$ cat src/rtl/uart_rx.sv
// UART receive PHY: synchronises rx, finds start bits on an oversampled baud
// tick, shifts in 5-9 data bits LSB first plus optional parity and one stop
// bit, and hands each frame to the core through a one-entry vld/rdy holding
// register with per-frame parity and framing error flags.
module uart_rx #(
  parameter int OVERSAMPLE = 16,
  parameter int DATA_W     = 9
) (
  input  logic              clk,
  input  logic              reset_n,
  input  logic              baud_tick,
  input  logic              rx,
  input  logic [3:0]        cfg_nbits,
  input  logic              cfg_parity_en,
  input  logic              cfg_parity_odd,
  input  logic              rdy,
  output logic              vld,
  output logic [DATA_W-1:0] data,
  output logic              parity_err,
  output logic              frame_err,
  output logic              overrun,
  output logic              busy
);

  localparam int CNT_W    = $clog2(OVERSAMPLE);
  localparam int MAX_BITS = (DATA_W < 9) ? DATA_W : 9;

  localparam logic [CNT_W-1:0] MID_START = CNT_W'(OVERSAMPLE / 2 - 1);
  localparam logic [CNT_W-1:0] FULL_BIT  = CNT_W'(OVERSAMPLE - 1);

  typedef enum logic [2:0] {
    IDLE,
    START,
    DATA,
    PARITY,
    STOP
  } state_e;

  state_e            state_q, state_d;
  logic              rx_meta_q, rs_q;
  logic [CNT_W-1:0]  tick_cnt_q, tick_cnt_d;
  logic [3:0]        bit_cnt_q, bit_cnt_d;
  logic [DATA_W-1:0] shift_q, shift_d;
  logic [3:0]        nbits_q, nbits_d;
  logic              par_en_q, par_en_d;
  logic              par_odd_q, par_odd_d;
  logic              frame_perr_q, frame_perr_d;
  logic              vld_q, vld_d;
  logic [DATA_W-1:0] data_q, data_d;
  logic              parity_err_q, parity_err_d;
  logic              frame_err_q, frame_err_d;
  logic              overrun_q, overrun_d;
  logic [3:0]        nbits_clamped;

  // Two-flop synchroniser; reset to the idle-high line level so reset
  // release never looks like a start bit.
  always_ff @(posedge clk) begin
    // NOTE: sequential state uses non-blocking assignments so every flop
    // samples the pre-edge value of its neighbours.
    if (!reset_n) begin
      rx_meta_q <= 1'b1;
      rs_q      <= 1'b1;
    end else begin
      rx_meta_q <= rx;
      rs_q      <= rx_meta_q;
    end
  end

  // Clamp the requested frame length into the supported range.
  always_comb begin
    nbits_clamped = cfg_nbits;
    if (cfg_nbits < 4'd5) begin
      nbits_clamped = 4'd5;
    end else if (cfg_nbits > 4'(MAX_BITS)) begin
      nbits_clamped = 4'(MAX_BITS);
    end
  end

  // Next-state logic for the frame FSM and the holding register.
  always_comb begin
    // NOTE: every variable gets a default first so no path leaves one
    // unassigned, which would otherwise infer a latch.
    state_d      = state_q;
    tick_cnt_d   = tick_cnt_q;
    bit_cnt_d    = bit_cnt_q;
    shift_d      = shift_q;
    nbits_d      = nbits_q;
    par_en_d     = par_en_q;
    par_odd_d    = par_odd_q;
    frame_perr_d = frame_perr_q;
    vld_d        = vld_q;
    data_d       = data_q;
    parity_err_d = parity_err_q;
    frame_err_d  = frame_err_q;
    overrun_d    = 1'b0;

    // Consumer takes the held frame; a load below in the same cycle wins.
    if (vld_q && rdy) begin
      vld_d = 1'b0;
    end

    if (baud_tick) begin
      unique case (state_q)
        IDLE: begin
          if (!rs_q) begin
            state_d      = START;
            tick_cnt_d   = '0;
            bit_cnt_d    = '0;
            shift_d      = '0;
            frame_perr_d = 1'b0;
            nbits_d      = nbits_clamped;
            par_en_d     = cfg_parity_en;
            par_odd_d    = cfg_parity_odd;
          end
        end

        START: begin
          if (tick_cnt_q == MID_START) begin
            tick_cnt_d = '0;
            state_d    = rs_q ? IDLE : DATA;
          end else begin
            tick_cnt_d = tick_cnt_q + 1'b1;
          end
        end

        DATA: begin
          if (tick_cnt_q == FULL_BIT) begin
            tick_cnt_d         = '0;
            shift_d[bit_cnt_q] = rs_q;
            bit_cnt_d          = bit_cnt_q + 4'd1;
            if (bit_cnt_q == nbits_q - 4'd1) begin
              state_d = par_en_q ? PARITY : STOP;
            end
          end else begin
            tick_cnt_d = tick_cnt_q + 1'b1;
          end
        end

        PARITY: begin
          if (tick_cnt_q == FULL_BIT) begin
            tick_cnt_d = '0;
            // Unused high bits of shift_q are zero, so they do not disturb
            // the reduction.
            frame_perr_d = par_odd_q ? ~((^shift_q) ^ rs_q) : ((^shift_q) ^ rs_q);
            state_d      = STOP;
          end else begin
            tick_cnt_d = tick_cnt_q + 1'b1;
          end
        end

        STOP: begin
          if (tick_cnt_q == FULL_BIT) begin
            tick_cnt_d = '0;
            state_d    = IDLE;
            if (!vld_q || rdy) begin
              vld_d        = 1'b1;
              data_d       = shift_q;
              parity_err_d = frame_perr_q;
              frame_err_d  = ~rs_q;
            end else begin
              overrun_d = 1'b1;
            end
          end else begin
            tick_cnt_d = tick_cnt_q + 1'b1;
          end
        end

        default: state_d = IDLE;
      endcase
    end
  end

  // Frame FSM, datapath and holding-register flops with synchronous reset.
  always_ff @(posedge clk) begin
    if (!reset_n) begin
      state_q      <= IDLE;
      tick_cnt_q   <= '0;
      bit_cnt_q    <= '0;
      shift_q      <= '0;
      nbits_q      <= 4'd5;
      par_en_q     <= 1'b0;
      par_odd_q    <= 1'b0;
      frame_perr_q <= 1'b0;
      vld_q        <= 1'b0;
      data_q       <= '0;
      parity_err_q <= 1'b0;
      frame_err_q  <= 1'b0;
      overrun_q    <= 1'b0;
    end else begin
      state_q      <= state_d;
      tick_cnt_q   <= tick_cnt_d;
      bit_cnt_q    <= bit_cnt_d;
      shift_q      <= shift_d;
      nbits_q      <= nbits_d;
      par_en_q     <= par_en_d;
      par_odd_q    <= par_odd_d;
      frame_perr_q <= frame_perr_d;
      vld_q        <= vld_d;
      data_q       <= data_d;
      parity_err_q <= parity_err_d;
      frame_err_q  <= frame_err_d;
      overrun_q    <= overrun_d;
    end
  end

  assign vld        = vld_q;
  assign data       = data_q;
  assign parity_err = parity_err_q;
  assign frame_err  = frame_err_q;
  assign overrun    = overrun_q;
  assign busy       = (state_q != IDLE);

endmodule

$ cat config.mk
export PLATFORM = sky130hd
export DESIGN_NAME = uart_rx
export DESIGN_NICKNAME = d
export VERILOG_FILES = /design/src/rtl/uart_rx.sv
export SDC_FILE = /design/constraint.sdc
export NUM_CORES = 1
export LEC_CHECK = 0
export CORE_MARGIN = 2
export CORE_UTILIZATION = 59
export CTS_CLUSTER_DIAMETER = 120
export DETAILED_ROUTE_END_ITERATION = 8
export GPL_ROUTABILITY_DRIVEN = 0
export PLACE_DENSITY = 0.92
export RECOVER_POWER = 50
export SKIP_CTS_REPAIR_TIMING = 1
export SKIP_LAST_GASP = 1
export SYNTH_ARGS = -nofsm -noshare
export SYNTH_HDL_FRONTEND = slang
export SYNTH_SLANG_ARGS = --single-unit
$ cat constraint.sdc
create_clock -name clk -period 3.9 [get_ports clk]
set_clock_uncertainty 0.05 [all_clocks]
set_input_delay 0.78 -clock clk [delete_from_list [all_inputs] [get_ports clk]]
set_output_delay 0.78 -clock clk [all_outputs]
set_load 0.01 [all_outputs]
==> results.ini, run 1 <==
[timing]
final_hold_viol_count=0
fmax_ghz=0.343
period_share=0.747
clock_period_minus_final_worst_setup_slack_ns=2.91
rsz_0062_raised_after_global_routing=no
drv_slew=0
transition_at_the_pin_with_the_smallest_max_transition_slack_ns=1.03
slew_headroom=0.315
setup_viol=0
fin_tns_setup_ns=0

[global_route]
grt_busiest_layer=met2
initial_antenna_violation_count=0
grt_start_max_net_pins=22
total_track_usage=0.227
total_gr_overflow=0
global_route.usage.met3=0.0365
grt_pass1_vias=1604
gr-usage-met2=0.392
globalRouteMet1Util=0.287
grt_first_pass_wirelength_um=7300

[die]
start_util=0.630
die-width_um=64.4
core_region_area_um2=3420
total_die_area_um2=4150
ios=25
rows=21
die_h_um=64.4

[clock_tree]
cts_buffers=5
worstSkewPairLatency_ns=0.36
clkTransAtPathRegs_ns=0.13
cts_sinks=42
cts_root_buffer=sky130_fd_sc_hd__clkbuf_4
htree_levels=2
cts_tree=yes
cts-root-to-sink-buffers=2

[logic_synthesis]
postSynth.asyncResetShare=0
mean_syn_cell_area_um2=8.97
synth-edff-count=0
synth.cell_area_um2=2150
ys.warnings.count=0
most_common_flop_cell_mapped_by_yosys=sky130_fd_sc_hd__dfxtp_1
netlist_instances=240
synthDistinctLibCells=47
synth-seq-cells=42
synth_fp_nets=257
synth_sequential_area_ratio=0.390

[setup_path]
cp_data_required_time_ns=4.14
endpoint_of_the_most_critical_setup_path=shift_q[8]$_SDFFE_PN0P_
regToRegStartpoint=state_q[1]$_SDFFE_PN0P_
worstSetupPathDepth=6
worstSetupEndpointType=flop
critical-path-max-stage-delay_ns=0.55
critical_path.slowest_cell=sky130_fd_sc_hd__or4_1
cp-startpoint=baud_tick
start_kind=input pin
criticalPathCategory=in -> reg
worst-path-max-fanout=13
reg2reg_depth=4
worst_r2r_endpoint=data[0]$_SDFFE_PN0P_
critPathTopFamily=simple AND/OR/NAND/NOR gates
timing.critical_path.cells=clkdlybuf4s50_1 -> clkbuf_1 -> or3b_4 -> a211o_1 -> or4_1 -> a21oi_1
worst-r2r-setup-slack_ns=1.66
critPathArrivalTime_ns=3.15
cp.buffers_inverters=2

[placement]
dp_hpwl_um=3030
postPlaceCellArea_um2=2420
dp_cells=301
port_buffers=24

[routing]
drc_markers=0
first_pass_iters=4
route.detailed.vias_per_inst=5.68
ant_nets=0
postRouteWirelength_um=4390
detail_route.iter0.violations=51
post_drt_wl_per_cell_um=14.2
num_vias=1756

[run]
timing.max_cap.violations=0

[run_status]
result_of_the_run=finished, final reports clean

[worst_hold_path]
hold_path.startpoint=rx_meta_q$_SDFF_PN1_
hold_path_class=reg -> reg
worstHoldPathCells=1

[pwr]
powerDensity_nw_per_um2=364
report.power.total_mw=0.897
vdd_ir_drop_max_mv=0.345
power.leakage_nw=0.937

[final_layout]
final_cell_area_um2=2460
insertedDiodeCount=0
postLayoutCoreUtil=0.722
finish.net_count=279
post_route_cells_drive_above_1_share=0.0532
area_growth_syn_to_layout_pct=14.5
final_cells=309

-- per-stage QoR --
| step | setup WS (ns) | hold slack, ns |
|---|---|---|
| finish | 0.985 | 0.372 |
| global route | 0.820 | 0.394 |
| CTS | 1.11 | 0.374 |
| detailed placement | 0.908 | 0.352 |
| global placement | 0.952 | 0.342 |
| floorplan | 1.61 | 0.336 |
-- how the worst min path moves through the flow --
stage	endpoint
floorplan	rs_q$_SDFF_PN1_
global placement	rs_q$_SDFF_PN1_
detailed placement	rs_q$_SDFF_PN1_
CTS	rs_q$_SDFF_PN1_
global route	rs_q$_SDFF_PN1_
finish	rs_q$_SDFF_PN1_
-- placed cells by master (no fill, tap or decap), types with 5 or more instances in the layout --
cell	netlist	routed
sky130_fd_sc_hd__dlygate4sd3_1	0	13
sky130_fd_sc_hd__nand3b_1	6	6
sky130_fd_sc_hd__ha_1	6	6
sky130_fd_sc_hd__clkdlybuf4s50_1	0	11
sky130_fd_sc_hd__nor2_1	22	22
sky130_fd_sc_hd__inv_1	9	9
sky130_fd_sc_hd__xnor2_1	9	9
sky130_fd_sc_hd__dfxtp_1	42	42
sky130_fd_sc_hd__nand4_1	5	5
sky130_fd_sc_hd__clkbuf_4	0	5
sky130_fd_sc_hd__nand2_1	23	23
sky130_fd_sc_hd__mux2i_1	19	19
sky130_fd_sc_hd__o21ai_0	6	6
sky130_fd_sc_hd__a21oi_1	12	12
sky130_fd_sc_hd__nand3_1	11	11
-- synthesized netlist by cell type (4+ instances only) --
master / instances / area (µm²)
sky130_fd_sc_hd__nor2_1: 22 / 82.6
sky130_fd_sc_hd__or3_1: 4 / 25.0
sky130_fd_sc_hd__nand3b_1: 6 / 45.0
sky130_fd_sc_hd__a21oi_1: 12 / 60.1
sky130_fd_sc_hd__nand4_1: 5 / 31.3
sky130_fd_sc_hd__nand3_1: 11 / 55.1
sky130_fd_sc_hd__xor2_1: 4 / 35.0
sky130_fd_sc_hd__nand2b_1: 4 / 25.0
sky130_fd_sc_hd__ha_1: 6 / 75.1
sky130_fd_sc_hd__xnor2_1: 9 / 78.8
sky130_fd_sc_hd__nor3_1: 4 / 20.0
sky130_fd_sc_hd__o21ai_0: 6 / 30.0
sky130_fd_sc_hd__inv_1: 9 / 33.8
sky130_fd_sc_hd__dfxtp_1: 42 / 841
sky130_fd_sc_hd__nand2_1: 23 / 86.3
sky130_fd_sc_hd__mux2i_1: 19 / 190
sky130_fd_sc_hd__clkbuf_1: 8 / 30.0
-- registers in the layout, indices dropped and copies added (netlist names) --
name	count
overrun	1
bit_cnt_q	4
par_en_q	1
rx_meta_q	1
parity_err	1
frame_err	1
vld	1
data	9
shift_q	9
frame_perr_q	1
nbits_q	4
state_q	3
tick_cnt_q	4
rs_q	1
par_odd_q	1
-- metal layers --
layer	wire, µm	up-vias
li1	-	894
met1	2050	815
met2	2090	40
met3	185	7
met4	64	0
met5	0	-
-- cells by family (layout without fill, tap and decap cells) --
| family | Yosys count | after routing | synth area share |
|---|---|---|---|
| buf+inv | 21 | 44 | 0.0401 |
| mux | 19 | 19 | 0.0883 |
| simple gates | 97 | 97 | 0.239 |
| fa+ha+maj | 6 | 6 | 0.0349 |
| xor+xnor | 15 | 15 | 0.0738 |
| flops | 42 | 42 | 0.390 |
| compound gates | 40 | 40 | 0.134 |
-- report_power, final --
| part | switching, mW | leakage [nW] | internal [mW] |
|---|---|---|---|
| logic | 0.112 | 0.565 | 0.0860 |
| registers | 0.0384 | 0.340 | 0.445 |
| clock network | 0.145 | 0.0322 | 0.0709 |
-- cell type report --
cell class,instances,area (µm²)
multi-input cells,177,1230
fillers,273,951
flip-flops and latches,42,841
repair buffers,27,251
well taps,46,57.6
clock buffers,6,41.3
inverters,9,33.8
clock inverters,2,13.8
Power figures use the tool's default switching activity.
==> run 2, diff against run 1 <==
Settings changed: CORE_UTILIZATION 59 to 50, PLACE_DENSITY 0.92 to 0.84.
Clock period 3.9 ns to 2.6 ns, I/O delays scaled along.
==> run 2 against run 1 <==
Effect of this change:
- clock power increased by 140%
- combinational power rose by 74%
- critical path type is now reg -> out
- critical path depth decreased by 3
- cell count rose by 2.6%
- routed wire length fell by 3.0%
- non-clock buffer count is 4 higher
- utilization down 9.5 points
==> results.ini, run 2 (synthesis results as in run 1) <==
[worst_hold_path]
hold_path_class=reg -> reg

[global_route]
grt_first_pass_wirelength_um=7650
grt_start_max_net_pins=22
total_gr_overflow=0
grt_pass1_vias=1735
total_track_usage=0.189
initial_antenna_violation_count=0

[setup_path]
cp.buffers_inverters=2
critical-path-max-stage-delay_ns=0.56
critPathArrivalTime_ns=1.70
timing.critical_path.cells=nor3_1 -> inv_1 -> clkdlybuf4s50_1
cp_data_required_time_ns=2.03
critical_path.slowest_cell=sky130_fd_sc_hd__dfxtp_1
critPathTopFamily=buffers and inverters
start_kind=flop
criticalPathCategory=reg -> out
worst-path-max-fanout=13
worstSetupEndpointType=output pin

[clock_tree]
htree_levels=2
worstSkewPairLatency_ns=0.30
cts_buffers=5
cts-root-to-sink-buffers=2
cts_sinks=42
cts_tree=yes
clkTransAtPathRegs_ns=0.08
cts_root_buffer=sky130_fd_sc_hd__clkbuf_8

[timing]
final_hold_viol_count=0
fin_tns_setup_ns=0
setup_viol=0
drv_slew=0
period_share=0.874
transition_at_the_pin_with_the_smallest_max_transition_slack_ns=0.682
clock_period_minus_final_worst_setup_slack_ns=2.27
rsz_0062_raised_after_global_routing=no
fmax_ghz=0.440
slew_headroom=0.545

[final_layout]
insertedDiodeCount=0
area_growth_syn_to_layout_pct=18.8
final_cells=317
leading_cell_type_in_the_layout_fill_and_taps_excluded=sky130_fd_sc_hd__dfxtp_1
finish.net_count=283
mostFrequentLayoutCells=sky130_fd_sc_hd__dfxtp_1 (42), sky130_fd_sc_hd__nand2_1 (23), sky130_fd_sc_hd__nor2_1 (22)
post_route_cells_drive_above_1_share=0.0712

[die]
rows=23
die_h_um=69.6
ios=25
total_die_area_um2=4850
core_region_area_um2=4090
start_util=0.527
die-width_um=69.6

[routing]
detail_route.iter0.violations=144
route.detailed.vias_per_inst=5.68
postRouteWirelength_um=4260
num_vias=1802
drc_markers=0
post_drt_wl_per_cell_um=13.4
first_pass_iters=4
ant_nets=0

[pwr]
power.leakage_nw=0.983
seq_power_share=0.449
powerDensity_nw_per_um2=613
p_clk_frac=0.332
cellInternalPower_mw=1.11
vdd_ir_drop_max_mv=0.278
power.share.combinational=0.219
switching_power_mw=0.463
power.share.switching=0.295

[run]
timing.max_cap.violations=0

[placement]
dp_hpwl_um=3070
dp_cells=309
port_buffers=24

[run_status]
result_of_the_run=finished, final reports clean

[run 2: cell types whose count changed in the layout (fill, tap and decap cells not counted), sizes merged]
cell,previous run,this run
clkbuf,9,8
dlygate4sd3,13,15
clkdlybuf4s50,11,9
clkinv,2,0
clkinvlp,0,1
buf,0,5
bufinv,0,1
[run 2: metrics by stage]
stage	total power [mW]	setup WS (ns)	hold slack, ns	utilization	instance area [µm²]
finish	1.57	0.328	0.372	0.626	2560
global route	1.65	0.216	0.406	0.626	2560
CTS	1.57	0.338	0.373	0.628	2570
detailed placement	1.06	0.135	0.346	0.601	2460
global placement	1.05	0.129	0.341	0.601	2460
floorplan	0.954	0.568	0.336	-	2150
[run 2: metal layers]
metal | global-route usage | wire length, µm | up-vias
li1 | - | - | 907
met1 | 0.236 | 1980 | 857
met2 | 0.317 | 2070 | 29
met3 | 0.0320 | 110 | 9
met4 | 0.0897 | 99 | 0
met5 | 0 | 0 | -
[run 2: path summary, 6_finish.rpt]
| path | start | endpoint | slack [ns] | cells after the start |
|---|---|---|---|---|
| setup / recovery | state_q[0]$_SDFFE_PN0P_ | busy | 0.33 | 3 |
| hold / removal | rx_meta_q$_SDFF_PN1_ | rs_q$_SDFF_PN1_ | 0.37 | 1 |
| setup reg to reg | tick_cnt_q[0]$_SDFFE_PN0P_ | bit_cnt_q[3]$_SDFFE_PN0P_ | 0.58 | 6 |
| hold reg to reg | rx_meta_q$_SDFF_PN1_ | rs_q$_SDFF_PN1_ | 0.37 | 1 |
[run 2: cell type report]
| cell class | instances | area [µm²] |
|---|---|---|
| fillers | 359 | 1530 |
| multi-input cells | 177 | 1230 |
| flip-flops and latches | 42 | 841 |
| repair buffers | 31 | 285 |
| clock buffers | 6 | 72.6 |
| well taps | 50 | 62.6 |
| clock inverters | 2 | 37.5 |
| inverters | 9 | 33.8 |
[run 2: power groups by stage]
stage | sequential [mW] | clock [mW] | combinational (mW)
after floorplan | 0.697 | 0 | 0.256
after global placement | 0.718 | 0 | 0.336
after global routing | 0.710 | 0.556 | 0.389
after CTS | 0.704 | 0.525 | 0.345
final | 0.705 | 0.521 | 0.344
after detailed placement | 0.720 | 0 | 0.343
==> run 3, diff against run 2 <==
Settings changed: CORE_ASPECT_RATIO set to 1.1.
==> run 3 against run 2 <==
Effect of this change:
- via count increased by 3.2%
- critical path depth rose by 2
- utilization is 1.7 points lower
- register-to-register slack lost 0.05 ns
- highest routed layer unchanged
- worst setup slack got worse by 0.013 ns
- sequential power down 0.6%
==> results.ini, run 3 (synthesis results as in run 1) <==
[routing]
drc_markers=0
ant_nets=0
postRouteWirelength_um=4650
route.detailed.vias_per_inst=5.78
detail_route.iter0.violations=226
num_vias=1860
first_pass_iters=4
post_drt_wl_per_cell_um=14.4

[setup_path]
worstSetupPathDepth=5
critical-path-max-stage-delay_ns=0.57
cp-startpoint=baud_tick
endpoint_of_the_most_critical_setup_path=shift_q[8]$_SDFFE_PN0P_
cp.buffers_inverters=1
critPathTopFamily=simple AND/OR/NAND/NOR gates
worst_r2r_endpoint=tick_cnt_q[3]$_SDFFE_PN0P_
worstSetupEndpointType=flop
critPathArrivalTime_ns=2.47
start_kind=input pin
worst-path-max-fanout=3
reg2reg_depth=4
worst-r2r-setup-slack_ns=0.53
criticalPathCategory=in -> reg
critical_path.slowest_cell=sky130_fd_sc_hd__dlygate4sd3_1
regToRegStartpoint=rs_q$_SDFF_PN1_
cp_data_required_time_ns=2.79
timing.critical_path.cells=dlygate4sd3_1 -> or3b_4 -> a211o_1 -> or4_1 -> a21oi_1

[placement]
dp_hpwl_um=3310
postPlaceCellArea_um2=2470
port_buffers=24

[final_layout]
mostFrequentLayoutCells=sky130_fd_sc_hd__dfxtp_1 (42), sky130_fd_sc_hd__nand2_1 (23), sky130_fd_sc_hd__nor2_1 (22)
leading_cell_type_in_the_layout_fill_and_taps_excluded=sky130_fd_sc_hd__dfxtp_1
post_route_cells_drive_above_1_share=0.0784
final_cell_area_um2=2570
finish.net_count=284
area_growth_syn_to_layout_pct=19.5
insertedDiodeCount=0

[worst_hold_path]
worstHoldPathCells=1
hold_path_class=reg -> reg

[timing]
fin_tns_setup_ns=0
slew_headroom=0.551
setup_viol=0
rsz_0062_raised_after_global_routing=no
fmax_ghz=0.438
clock_period_minus_final_worst_setup_slack_ns=2.28
final_hold_viol_count=0
drv_slew=0
period_share=0.879
transition_at_the_pin_with_the_smallest_max_transition_slack_ns=0.673

[global_route]
initial_antenna_violation_count=0
total_track_usage=0.209
total_gr_overflow=0
grt_start_max_net_pins=16
grt_pass1_vias=1751
grt_first_pass_wirelength_um=7820

[clock_tree]
clkTransAtPathRegs_ns=0.09
htree_levels=2
cts_sinks=42
cts_root_buffer=sky130_fd_sc_hd__clkbuf_8
cts_tree=yes
cts_buffers=5
cts-root-to-sink-buffers=2
worstSkewPairLatency_ns=0.30

[die]
total_die_area_um2=4850
die_h_um=72.8
start_util=0.510
die-width_um=66.6
ios=25
rows=25
core_region_area_um2=4220

[pwr]
vdd_ir_drop_max_mv=0.281
powerDensity_nw_per_um2=619
power.leakage_nw=0.995

[run]
timing.max_cap.violations=0

[run_status]
result_of_the_run=finished, final reports clean

==> run 3: layout make-up <==
class	count	area, µm²
Clock buffer	5	68.8
Inverter	9	33.8
Clock inverter	3	43.8
Tap cell	54	67.6
Sequential cell	42	841
Fill cell	364	1650
Timing Repair Buffer	32	293
Multi-Input combinational cell	177	1230
==> run 3: how the worst min path moves through the flow <==
stage	startpoint	to	slack (ns)
detailed placement	rx_meta_q$_SDFF_PN1_	rs_q$_SDFF_PN1_	0.35
CTS	rx_meta_q$_SDFF_PN1_	rs_q$_SDFF_PN1_	0.37
global placement	rx_meta_q$_SDFF_PN1_	rs_q$_SDFF_PN1_	0.34
global route	rx_meta_q$_SDFF_PN1_	rs_q$_SDFF_PN1_	0.38
floorplan	rx_meta_q$_SDFF_PN1_	rs_q$_SDFF_PN1_	0.34
finish	rx_meta_q$_SDFF_PN1_	rs_q$_SDFF_PN1_	0.36
==> run 3: metal layers <==
layer | share of wire | track usage | vias to the layer above | routed length, µm
met1 | 0.44 | 0.264 | 899 | 2030
met4 | 0.015 | 0.0884 | 0 | 68
li1 | - | - | 907 | -
met3 | 0.041 | 0.0509 | 8 | 191
met5 | 0 | 0 | - | 0
met2 | 0.51 | 0.339 | 46 | 2360
==> run 3: stage by stage <==
stage	worst slack (ns)	utilization	std cells	hold WS [ns]	total power [mW]
floorplan	0.568	-	240	0.336	0.954
global placement	0.136	0.585	314	0.341	1.06
detailed placement	0.0860	0.585	314	0.346	1.07
CTS	0.330	0.611	322	0.367	1.59
global route	0.147	0.609	322	0.375	1.67
finish	0.315	0.609	322	0.362	1.59
==> run 3: where the power goes <==
group          total [mW]  switching [mW]  leakage, nW  internal [mW]
sequential          0.701          0.0334        0.340          0.667
clock               0.531           0.243       0.0585          0.288
combinational       0.362           0.207        0.597          0.155
